==> config.mk <==
export PLATFORM = sky130hd
export DESIGN_NAME = mips_alu
export DESIGN_NICKNAME = d
export VERILOG_FILES = /design/src/rtl/mips_alu_pkg.sv /design/src/rtl/mips_alu_core.sv /design/src/rtl/mips_alu.sv
export SDC_FILE = /design/constraint.sdc
export NUM_CORES = 1
export LEC_CHECK = 0
export BUFFER_PORTS_ARGS = -buffer_cell sky130_fd_sc_hd__buf_2
export CORE_UTILIZATION = 49
export DETAILED_ROUTE_END_ITERATION = 7
export GPL_TIMING_DRIVEN = 0
export HOLD_SLACK_MARGIN = 0.15
export PLACE_DENSITY_LB_ADDON = 0.12
export REMOVE_ABC_BUFFERS = 1
export SYNTH_ARGS = -nofsm -noshare
export SYNTH_HDL_FRONTEND = slang
export SYNTH_SLANG_ARGS = --single-unit
==> constraint.sdc <==
create_clock -name clk -period 3 [get_ports clk]
set_input_delay 0.3 -clock clk [delete_from_list [all_inputs] [get_ports clk]]
set_output_delay 0.3 -clock clk [all_outputs]
set_load 0.05 [all_outputs]
==> src/rtl/mips_alu_pkg.sv <==
// mips_alu_pkg: opcode constants and control type
// shared by the ALU core and its registered top.
package mips_alu_pkg;

  typedef logic [3:0] alu_ctl_t;

  localparam alu_ctl_t ALU_AND = 4'b0000;
  localparam alu_ctl_t ALU_OR  = 4'b0001;
  localparam alu_ctl_t ALU_ADD = 4'b0010;
  localparam alu_ctl_t ALU_SUB = 4'b0110;
  localparam alu_ctl_t ALU_SLT = 4'b0111;
  localparam alu_ctl_t ALU_NOR = 4'b1100;

  function automatic logic is_sub_op(
    input alu_ctl_t ctl
  );
    return (ctl == ALU_SUB) ||
           (ctl == ALU_SLT);
  endfunction

endpackage

==> src/rtl/mips_alu_core.sv <==
// mips_alu_core: combinational MIPS ALU datapath.
// In: a, b, alu_ctl. Out: res (WIDTH bits).
module mips_alu_core
  import mips_alu_pkg::*;
#(
  parameter int WIDTH = 8
) (
  input  logic [WIDTH-1:0] a,
  input  logic [WIDTH-1:0] b,
  input  alu_ctl_t         alu_ctl,
  output logic [WIDTH-1:0] res
);

  localparam int MSB = WIDTH - 1;

  logic             w_sub;
  logic [WIDTH-1:0] w_bx;
  logic [WIDTH-1:0] w_cin;
  logic [WIDTH-1:0] w_sum;
  logic             w_ovf;
  logic             w_less;
  logic [WIDTH-1:0] w_slt;

  logic w_is_and;
  logic w_is_or;
  logic w_is_add;
  logic w_is_sub;
  logic w_is_slt;
  logic w_is_nor;

  assign w_sub = is_sub_op(alu_ctl);

  // One adder serves ADD, SUB and SLT:
  // subtraction is a + ~b + 1.
  assign w_bx  = w_sub ? ~b : b;
  assign w_cin = {{(WIDTH-1){1'b0}}, w_sub};
  assign w_sum = a + w_bx + w_cin;

  // Signed overflow: operands agree in sign
  // but the sum does not.
  assign w_ovf = (a[MSB] == w_bx[MSB]) &&
                 (w_sum[MSB] != a[MSB]);

  // Sign of a-b is wrong exactly when it
  // overflowed, so XOR restores the truth.
  assign w_less = w_sum[MSB] ^ w_ovf;
  assign w_slt  = {{(WIDTH-1){1'b0}}, w_less};

  assign w_is_and = (alu_ctl == ALU_AND);
  assign w_is_or  = (alu_ctl == ALU_OR);
  assign w_is_add = (alu_ctl == ALU_ADD);
  assign w_is_sub = (alu_ctl == ALU_SUB);
  assign w_is_slt = (alu_ctl == ALU_SLT);
  assign w_is_nor = (alu_ctl == ALU_NOR);

  always_comb begin
    res = '0;
    unique case (1'b1)
      w_is_and: res = a & b;
      w_is_or:  res = a | b;
      w_is_add: res = w_sum;
      w_is_sub: res = w_sum;
      w_is_slt: res = w_slt;
      w_is_nor: res = ~(a | b);
      default:  res = '0;
    endcase
  end

endmodule

==> src/rtl/mips_alu.sv <==
// mips_alu: registered MIPS ALU (1-cycle latency).
// In: clk, rst_n, a, b, alu_ctl. Out: alu_out, zero.
module mips_alu
  import mips_alu_pkg::*;
#(
  parameter int WIDTH = 8
) (
  input  logic             clk,
  input  logic             rst_n,
  input  logic [WIDTH-1:0] a,
  input  logic [WIDTH-1:0] b,
  input  logic [3:0]       alu_ctl,
  output logic [WIDTH-1:0] alu_out,
  output logic             zero
);

  logic [WIDTH-1:0] w_res;
  logic             w_zero;
  logic [WIDTH-1:0] r_out;
  logic             r_zero;

  mips_alu_core #(
    .WIDTH(WIDTH)
  ) u_core (
    .a      (a),
    .b      (b),
    .alu_ctl(alu_ctl),
    .res    (w_res)
  );

  // Flag derives from the same result that
  // is captured, so it never lags alu_out.
  assign w_zero = ~|w_res;

  always_ff @(posedge clk) begin
    if (!rst_n) begin
      r_out  <= '0;
      r_zero <= 1'b1;
    end else begin
      r_out  <= w_res;
      r_zero <= w_zero;
    end
  end

  assign alu_out = r_out;
  assign zero    = r_zero;

endmodule

Yosys cells after proc, flatten, opt, wreduce, memory -nomap -nowiden:

Index checks and enable logic that the tools add are counted.

* multiplexer cells: 2
* $add $sub $neg: 2
* reduce and logical (&&, ||, !) cells: 6
* eq/ne operators: 7
* bitwise logic cells: 5

Operators with widths (number)
* case mux 8 bit (5 select lines): 1
* NOT 8 bit: 2
* adder 8 x 1 -> 8 bit: 1
* adder 8 bit: 1
* bitwise AND 8 bit: 1
* == test 4 x 3 -> 1 bit (second input constant): 2
* 2-to-1 mux 8 bit: 1
* bitwise OR 8 bit: 1
* OR reduction 8 bit: 1
* == test 4 x 1 -> 1 bit (second input constant): 1
* == test 4 x 2 -> 1 bit (second input constant): 1
* == test 4 bit (second input constant): 1
* zero test 4 bit: 1
* OR reduction 2 bit: 1
* == test 1 bit: 1
* logical AND 1 bit: 1
* zero test 1 bit: 1
* logical OR 1 bit: 1
* != test 1 bit: 1
* XOR 1 bit: 1

* input bits: 22
* logic and storage cells: 24
* output and inout bits: 9
* register bits: 9

Longest topological paths before layout:

Gate-level depths: netlist of run 1.

* word-level depth: 11
* depth in mapped cells: 10
* gate-level depth less buffers: 10

Modules after synthesis:

Synthesis of run 1 repeated with hierarchy kept, for this count alone.

* cells, all modules: 127
* area total of the unflattened synthesis: 1019.7 um^2

By module, submodules not included
* mips_alu_core: area each 768.2 um^2, times used 1, sequential area each 0.0 um^2, cells an instance 107
* mips_alu: area each 251.5 um^2, times used 1, sequential area each 180.2 um^2, cells an instance 20

Worst setup path before layout of run 1:

Ideal clock, no wire load.

* path type: input to register
* start: input alu_ctl[3]
* end: register r_zero, in the netlist zero
* data required time: 2904 ps
* path slack: 690 ps
* path buffers: 1
* stages: 9
* data arrival time: 2215 ps
* cell sequence: and3b_1 buf_6 xor2_1 ha_1 a41o_4 o31ai_4 xnor2_1 o22ai_2 o41ai_2

* longest elaborated chain between the ends: 11

RTL lines
* start: declaration: line mips_alu.sv:12 `input logic [3:0] alu_ctl,`
* == test 4 x 3 -> 1 bit (on tied branches)
* logical OR 1 bit: line mips_alu_pkg.sv:17 `return (ctl == ALU_SUB) ||`
* 2-to-1 mux 8 bit: line mips_alu_core.sv:35 `assign w_bx = w_sub ? ~b : b;`
* adder 8 bit: line mips_alu_core.sv:37 `assign w_sum = a + w_bx + w_cin;`
* adder 8 x 1 -> 8 bit: line mips_alu_core.sv:37
* != test 1 bit: line mips_alu_core.sv:42 `(w_sum[MSB] != a[MSB]);`
* logical AND 1 bit: line mips_alu_core.sv:41 `assign w_ovf = (a[MSB] == w_bx[MSB]) &&`
* XOR 1 bit: line mips_alu_core.sv:46 `assign w_less = w_sum[MSB] ^ w_ovf;`
* case mux 8 bit (5 select lines) (*): line mips_alu_core.sv:58 `unique case (1'b1)`
* OR reduction 8 bit (*): line mips_alu.sv:33 `assign w_zero = ~|w_res;`
* zero test 1 bit (*): line mips_alu.sv:33
* end signal: assignment: line mips_alu.sv:41 `r_zero <= w_zero;`
* end: declaration: line mips_alu.sv:20 `logic r_zero;`

Mark *: on every way between the ends. The rest lies on a longest branch, timed or not.
A chain may end at the register's enable or synchronous reset.

Worst setup path after layout of run 1:

* start: input alu_ctl[1]
* end: register r_zero, in the netlist zero

The elaborated chain is that of the path after synthesis.

==> results.txt, run 1 <==
The wire length of the first global-routing pass is approximately 3.4 mm. At the pin with the least slew margin, the transition time is 0.493 ns. The detail-routed net length per standard cell came out at 12.3 µm.

The number of cells produced by synthesis came out at between 100 and 150. Measured on the finished design, the core utilization comes to between 60% and 70%. Traced cell by cell, the critical path runs through buf_2 > and3b_2 > xor2_1 > fa_1 > nand3_1 > nand2_1 > xor2_1 > a221oi_1 > o2111ai_1 > o41ai_2. The final-report max-slew violation count is 0. VDD sags by at most 0.205 mV. The cell row count is 16. The synthesized area divided by synthesized cell count came out at around 8.2 µm². The hold-fix buffer count after cts is 0. Routability-driven placement finished with a final weighted congestion of 0.826. The number of antenna violations at the first check in global routing is 0. Counting flops with an async set or reset pin after synthesis yields a share of 0%. The post-CTS clock slew at the launch and capture registers of the worst setup and hold paths is roughly 0.050 ns. The total CTS buffers is 3.

The maximum root-to-sink buffer count came out at 2. After global routing the overflow that remains totals 0. In this design, the critical path's most frequently occurring cell is xor2_1. After detailed routing, the number of vias per cell comes to roughly 5.6. The worst max-slew margin expressed relative to the limit came out at approximately 67%. The run finished with clean final reports. The critical path in this run is classified as in2reg. In this run, synthesis produced a sequential element count of 9. The number of filler instances in the final layout is roughly 200. TritonCTS built the clock tree. The effective utilization at floorplan is roughly 53%.

The largest stage delay on the critical path came out at ~0.45 ns. Buffers added to address setup during post-CTS repair amount to 0. In this run the worst setup path terminates at zero. The multi-input combinational cells in the finished layout cover a total of roughly 800 µm². For this run, design rule violations remaining after detail routing come to 0.

Setup repair after global routing left no endpoint under its margin. The share of final-layout standard cells stronger than drive strength 1 is 25.9%. For this design, the slowest cell found on the critical path is fa_1. The via count of the first global-routing pass came to between 800 and 900. Setup violations remaining at the end of the flow were counted as 0. Across the run, the number of max-cap violations was 0. The die area came out at 2320 µm². The total number of H-tree levels came out at 1. After synthesis, the cell types taking the most area are dfxtp_1, ha_1, xor2_1, o21ai_0, nand2_1.

The library cell used most frequently in the layout, excluding fill and tap cells, is buf_2. The number of ports placed on the die boundary is 31. The routed layout has about 1000 vias. The worst setup path is launched from a primary input. The sum of net half-perimeters after detailed placement came out at around 1.9 mm. The post-layout minimum cycle time came out at between 2 and 3 ns. The share of synthesized area in the top cell type comes to ~17%.

The class of the tightest hold or removal check is in2reg. The number of clock sinks seen by CTS came out at 9. STA classifies the critical path endpoint as a flip-flop. The data required time at the worst endpoint came out at ~3.2 ns. The total routing resource utilization after global routing came out at approximately a fifth.

The maximum fanout along the worst path came out at 12. The final antenna-violating net count came out at 0. The post-synthesis to final-layout area growth is 17.2%. The clock root buffer is clkbuf_4. STA puts the critical path data arrival time at about 2.8 ns. The post-layout net count came out at 191. The detailed-router iteration count before antenna repair came out at 4. The share of the Yosys chip area taken by registers is roughly 17%. The non-filler instance count after layout came out at around 190. The number of flops mapped to enable cells by yosys came out at 0. The launching element of the worst setup path is alu_ctl[1]. The most used flip-flop cell after synthesis is dfxtp_1. The synthesized netlist contains 42 unique library cells. During synthesis, Yosys emitted a total of 0 warnings. The hold violation count in the final report came to 0. The power per standard cell area came out at between 300 and 400 nW/µm². The die extent in y came out at 48.1 µm. The flip-flop and latch area is roughly 180 µm². Once layout is done, the placed cells without fillers occupy between 1000 and 1500 µm². The final antenna diode count is 0.

The largest total area in the synthesized netlist belongs to dfxtp_1. The DRC marker count from the first detailed-route iteration is 23. The total length of routed wires is 2.28 mm. The total of buffers placed on input and output ports came out at 30. The placeable core region came out at 1980 µm². The maximum clock frequency came out at 0.381 GHz. The leakage power total is ~0.57 nW. Entering global routing, the biggest net connects 13 pins.

The die is slightly below 50 µm wide. The placement-stage cell area is between 1000 and 1500 µm². Hold is met by roughly 0.27 ns. The final period utilization came out at between 80% and 90%. The library cells used most frequently in the layout, excluding fill and tap cells, are buf_2, nand2_1, o21ai_0, nor2_1, xor2_1.

The cell area after synthesis is approximately 1000 µm². The number of placed instances, taps included came out at 181. The number of instances on the worst hold path is 2.
==> synth_stat cells, types with 2 or more instances <==
cell      number
a21oi_1        3
a221oi_1       2
a222oi_1       2
a22oi_1        4
and2_1         4
dfxtp_1        9
ha_1           9
inv_1          7
maj3_1         3
nand2_1       12
nand3_1        4
nor2_1        11
nor2b_1        7
nor3_1         2
o21ai_0       11
xnor2_1        2
xor2_1        10
==> timing repair <==
item                                    in CTS  in global routing
endpoints found under the setup margin       0                  1
hold endpoints to repair                     0                  0
gates resized for setup                      0                  1
==> flip-flops by register name, summed over array words and instances, names as in the netlist <==
| signal | cells |
|---|---|
| alu_out | 8 |
| zero | 1 |
==> metal layers <==
| metal | wire length (µm) | share of wire [%] | vias up | global-route usage [%] |
|---|---|---|---|---|
| li1 | - | - | 527 | - |
| met2 | 1190 | 52 | 34 | 40.0 |
| met3 | 120 | 5.3 | 0 | 1.11 |
| met1 | 974 | 43 | 473 | 25.6 |
| met4 | 0 | 0 | 0 | 6.67 |
| met5 | 0 | 0 | - | 0 |
==> metrics by stage <==
step / TNS [ns] / setup slack [ns] / total power [mW]
2_1_floorplan: 0 / 0.547 / 0.279
3_3_place_gp: -0.0574 / -0.0574 / 0.333
3_5_place_dp: -0.0553 / -0.0553 / 0.337
4_1_cts: 0 / 0.192 / 0.426
5_1_grt: 0 / 0.179 / 0.456
6_report: 0 / 0.375 / 0.423
==> cells by family after synthesis <==
family / Yosys count / share of synthesized area [%]
adders and majority gates: 13 / 15.6
AOI/OAI and AO/OA: 35 / 28.1
DFF: 9 / 17.3
xor gates and xnor gates: 12 / 10.1
buffers and inverters: 11 / 6.00
and+or+nand+nor: 47 / 22.9
==> worst min-delay path by stage <==
| stage | from | end | slack (ns) |
|---|---|---|---|
| floorplan | rst_n | zero | 0.36 |
| global placement | rst_n | zero | 0.53 |
| detailed placement | rst_n | zero | 0.53 |
| CTS | rst_n | zero | 0.27 |
| global route | rst_n | zero | 0.28 |
| finish | rst_n | zero | 0.27 |
==> critical path: cells and delay by family <==
family                   cells  cell delay [ns]
XOR/XNOR                     2             0.30
buffers and inverters        1             0.22
adder cells (fa/ha/maj)      1             0.45
AND/OR/NAND/NOR              3             0.57
AO/OA/AOI/OAI                3             0.92
==> power breakdown <==
group	switching, mW	total [mW]	internal [mW]
registers	0.00149	0.129	0.127
clock network	0.0368	0.0877	0.0509
logic	0.128	0.207	0.0784
total	0.167	0.423	0.257
==> cell type report <==
type,instances,area share (%)
multi-input cells,107,65.6
flip-flops and latches,9,14.8
repair buffers,30,12.3
well taps,27,2.77
inverters,8,2.46
clock buffers,4,2.15
Note: power is estimated with default switching activity, not from simulation.
==> run 2: changes to the inputs <==
SYNTH_HIERARCHICAL = 1   (was unset)
==> run 2 against run 1 <==
Area after synthesis down 2.2%. Sequential power barely moved. Via count grew 0.68%. Final cell count is 1.1% lower. Non-clock buffer count stayed put. Critical path depth increased by 1. Sequential cell count stayed put. Routed wire length grew 1.5%. Combinational power down 2%. Clock-buffer cell count did not move. Setup slack lost 0.19 ns. Die area down 2.1%.
==> results.txt, run 2 <==
The arrival time of data at the critical path endpoint came out at ~3 ns. The total overflow reported by the global router came out at 0. The post-layout net count came out at between 150 and 200. The switching power of the nets came out at 0.163 mW.

In the synthesized netlist, the cells that appear most often are a21oi_1, xnor2_1, dfxtp_1, ha_1, nor3_1. The final antenna-violating net count is 0. The class of the tightest hold or removal check is in2reg. The clock share of power came out at between 20% and 30%.

Prior to clock tree synthesis, the placed netlist has a worst setup slack of -0.162 ns. The launching element of the worst setup path is alu_ctl[1]. The area of combinational cells with multiple inputs is 782 µm². The run finished with clean final reports. Setup violations remaining at the end of the flow were counted as 0. The worst max-slew margin expressed relative to the limit is roughly 65%. In the routed design, unresolved DRC markers number 0. The number of vias in the routed layout came out at 1041. The via count of the first global-routing pass is approximately 900. The CTS tree is done. The synthesized area divided by synthesized cell count came out at between 8 and 9 µm². The final-report max-slew violation count came out at 0. The first global-routing pass estimated about 3.7 mm of wire. The number of antenna violations at the first check in global routing came out at 0. The worst setup path is of the in2reg kind. The peak ir drop on the vdd network is between 0.2 and 0.25 mV.

The worst setup path is launched from a primary input. The data required time at the worst endpoint is roughly 3.2 ns. The total CTS buffers came out at 3. The most used flip-flop cell after synthesis is dfxtp_1. The post-synthesis to final-layout area growth came out at 18.2%. The via-per-instance ratio came out at 5.69.

The clock root buffer is clkbuf_4. The sequential share of power is ~30%. Counting along the longest clock path gives a buffer depth of 2. The worst hold margin is ~0.28 ns. Routability-driven placement finished with a final weighted congestion of roughly 0.85. For the pin with the worst max-slew slack, the measured transition is between 0.5 and 0.6 ns. The tool flagged a number of max-cap violations equal to 0. The clock net in this run drives a total of 9 sinks. The total length of routed wires is around 2.3 mm. CTS built an H-tree with a depth of 1. Of all flip-flops after synthesis, the portion carrying an async set or reset was 0%. The post-layout utilization of the core is roughly three fifths. The mapped netlist covers 1020 µm².

The die is between 40 and 50 µm tall. The post-CTS clock slew at the launch and capture registers of the worst setup and hold paths came out at about 0.060 ns. The proportion of netlist area held by the largest area contributor came out at 17.7%. The maximum clock frequency is between 0.3 and 0.4 GHz. The warning count from the yosys run is 6. The synthesized design contains 9 register bits.

The number of cells produced by synthesis came out at 127. The switching part of the total is between 30% and 40%. The power per standard cell area came out at 353 nW/µm².

The maximum fanout along the worst path came out at 16. The synthesized design spends more area on one cell type than any other, namely dfxtp_1. The placeable core region came out at around 2000 µm². The internal power contribution came out at between 0.2 and 0.3 mW. The number of filler instances in the final layout came out at just under 200.

The floorplan step set the die width to approximately 48 µm. The final period utilization came out at 94.0%. Setup repair after global routing left no endpoint under its margin.

Registers take 180 µm². The hold violation count in the final report came to 0. The sum of net half-perimeters after detailed placement came out at 1.85 mm. Yosys mapped a number of flops with a built-in enable equal to 0. STA classifies the critical path endpoint as a flip-flop. The cell row count is 16. The detailed-router iteration count before antenna repair came out at 4. The detail-routed net length per standard cell came out at ~13 µm. The fraction of power consumed by combinational cells came out at 47.8%.

The repair_antennas step left the layout with diodes totalling 0. The largest net degree at the start of global routing came out at 17. Leaving out fill and tap cells, the most frequent cells in the layout are buf_2, a21oi_1. The die area came out at between 2000 and 2500 µm². In this run the cell area measured after placement is approximately 1200 µm².

The worst min-delay path startpoint is rst_n. Yosys instantiated no cell more often than a21oi_1. The DRC marker count from the first detailed-route iteration came out at 28.

The leakage power total came out at approximately 0.55 nW. The share of the Yosys chip area taken by registers is about 18%. The final design instance area without fill is between 1000 and 1500 µm². Setup total negative slack on the finished layout was measured at 0 ns. The post-layout worst setup margin came out at 0.181 ns. Leaving out fill and tap cells, the most frequent cell in the layout is buf_2.

For this design the top-level I/O count stands at 31. In this run, post-CTS hold repair placed 0 buffers. Yosys mapped the design onto 37 distinct sky130hd cell types.

The total routing resource utilization after global routing is roughly 23%. The flip-flop count of the largest register after layout came out at 8. In the post-synthesis netlist, the biggest area contributors are dfxtp_1, ha_1, xnor2_1, a21oi_1, and2_1. The total of buffers placed on input and output ports is 30. The smallest clock period supported by the final layout is computed as around 2.8 ns.

The effective utilization at floorplan came out at between 50 and 60%. The share of final-layout standard cells stronger than drive strength 1 came out at a little under a quarter.
-- run 2: changes by cell type after synthesis, sizes merged, moves of 5 or more --
cell	previous run	this run
a21oi	3	11
nand2	12	4
nor3	2	9
xor2	10	2
xnor2	2	10
and2	4	9
nor2b	7	1
o21ai	11	4
-- run 2: area by class of cell --
class | count | area share [%]
Inverter | 8 | 2.49
Clock buffer | 4 | 2.18
Timing Repair Buffer | 30 | 12.7
Tap cell | 27 | 2.80
Sequential cell | 9 | 15.0
Multi-Input combinational cell | 105 | 64.9
-- run 2: worst paths after layout --
check,cells after the start,endpoint
hold / removal,2,zero
setup / recovery,11,zero
-- run 2: power groups by stage --
stage,combinational [mW],clock (mW),sequential [mW]
final,0.203,0.0934,0.128
after global placement,0.197,0,0.131
after detailed placement,0.201,0,0.131
after CTS,0.202,0.0954,0.128
after global routing,0.225,0.102,0.130
after floorplan,0.113,0,0.159
-- run 2: timing repair --
item,CTS,global route
gates resized for setup,0,2
hold endpoints to repair,0,0
setup buffers,0,0
endpoints found under the setup margin,0,1
-- run 2: cells by family (layout without fill, tap and decap cells) --
| family | count (synthesis) | count (layout) | synth area share [%] |
|---|---|---|---|
| DFF | 9 | 9 | 17.7 |
| xor gates and xnor gates | 12 | 12 | 10.3 |
| AOI/OAI and AO/OA | 36 | 36 | 23.4 |
| buffers and inverters | 13 | 42 | 6.38 |
| and+or+nand+nor | 42 | 42 | 24.3 |
| adders and majority gates | 15 | 15 | 17.9 |
-- run 2: stage by stage --
stage / power (mW) / cells
after floorplan: 0.272 / 122
after detailed placement: 0.332 / 179
after global placement: 0.328 / 179
final: 0.425 / 183
after CTS: 0.425 / 183
after global routing: 0.457 / 183
-- run 2: routing by layer --
metal / vias to the layer above / share of wire [%] / GRT usage (%) / wire (µm)
met1: 478 / 45 / 27.9 / 1040
met3: 7 / 5.5 / 3.40 / 127
met5: - / 0 / 0 / 0
li1: 526 / - / - / -
met2: 30 / 47 / 39.2 / 1090
met4: 0 / 2.6 / 9.44 / 60
-- run 2: critical path: stages --
cell and delay [ns]:
clkbuf_4 0.22, nand3b_4 0.21, xnor2_2 0.19, ha_1 0.32, nor2b_1 0.15, o21ai_1 0.17, a21oi_1 0.12, or4_1 0.48
a31o_1 0.22, or4_1 0.50, o21ai_1 0.13
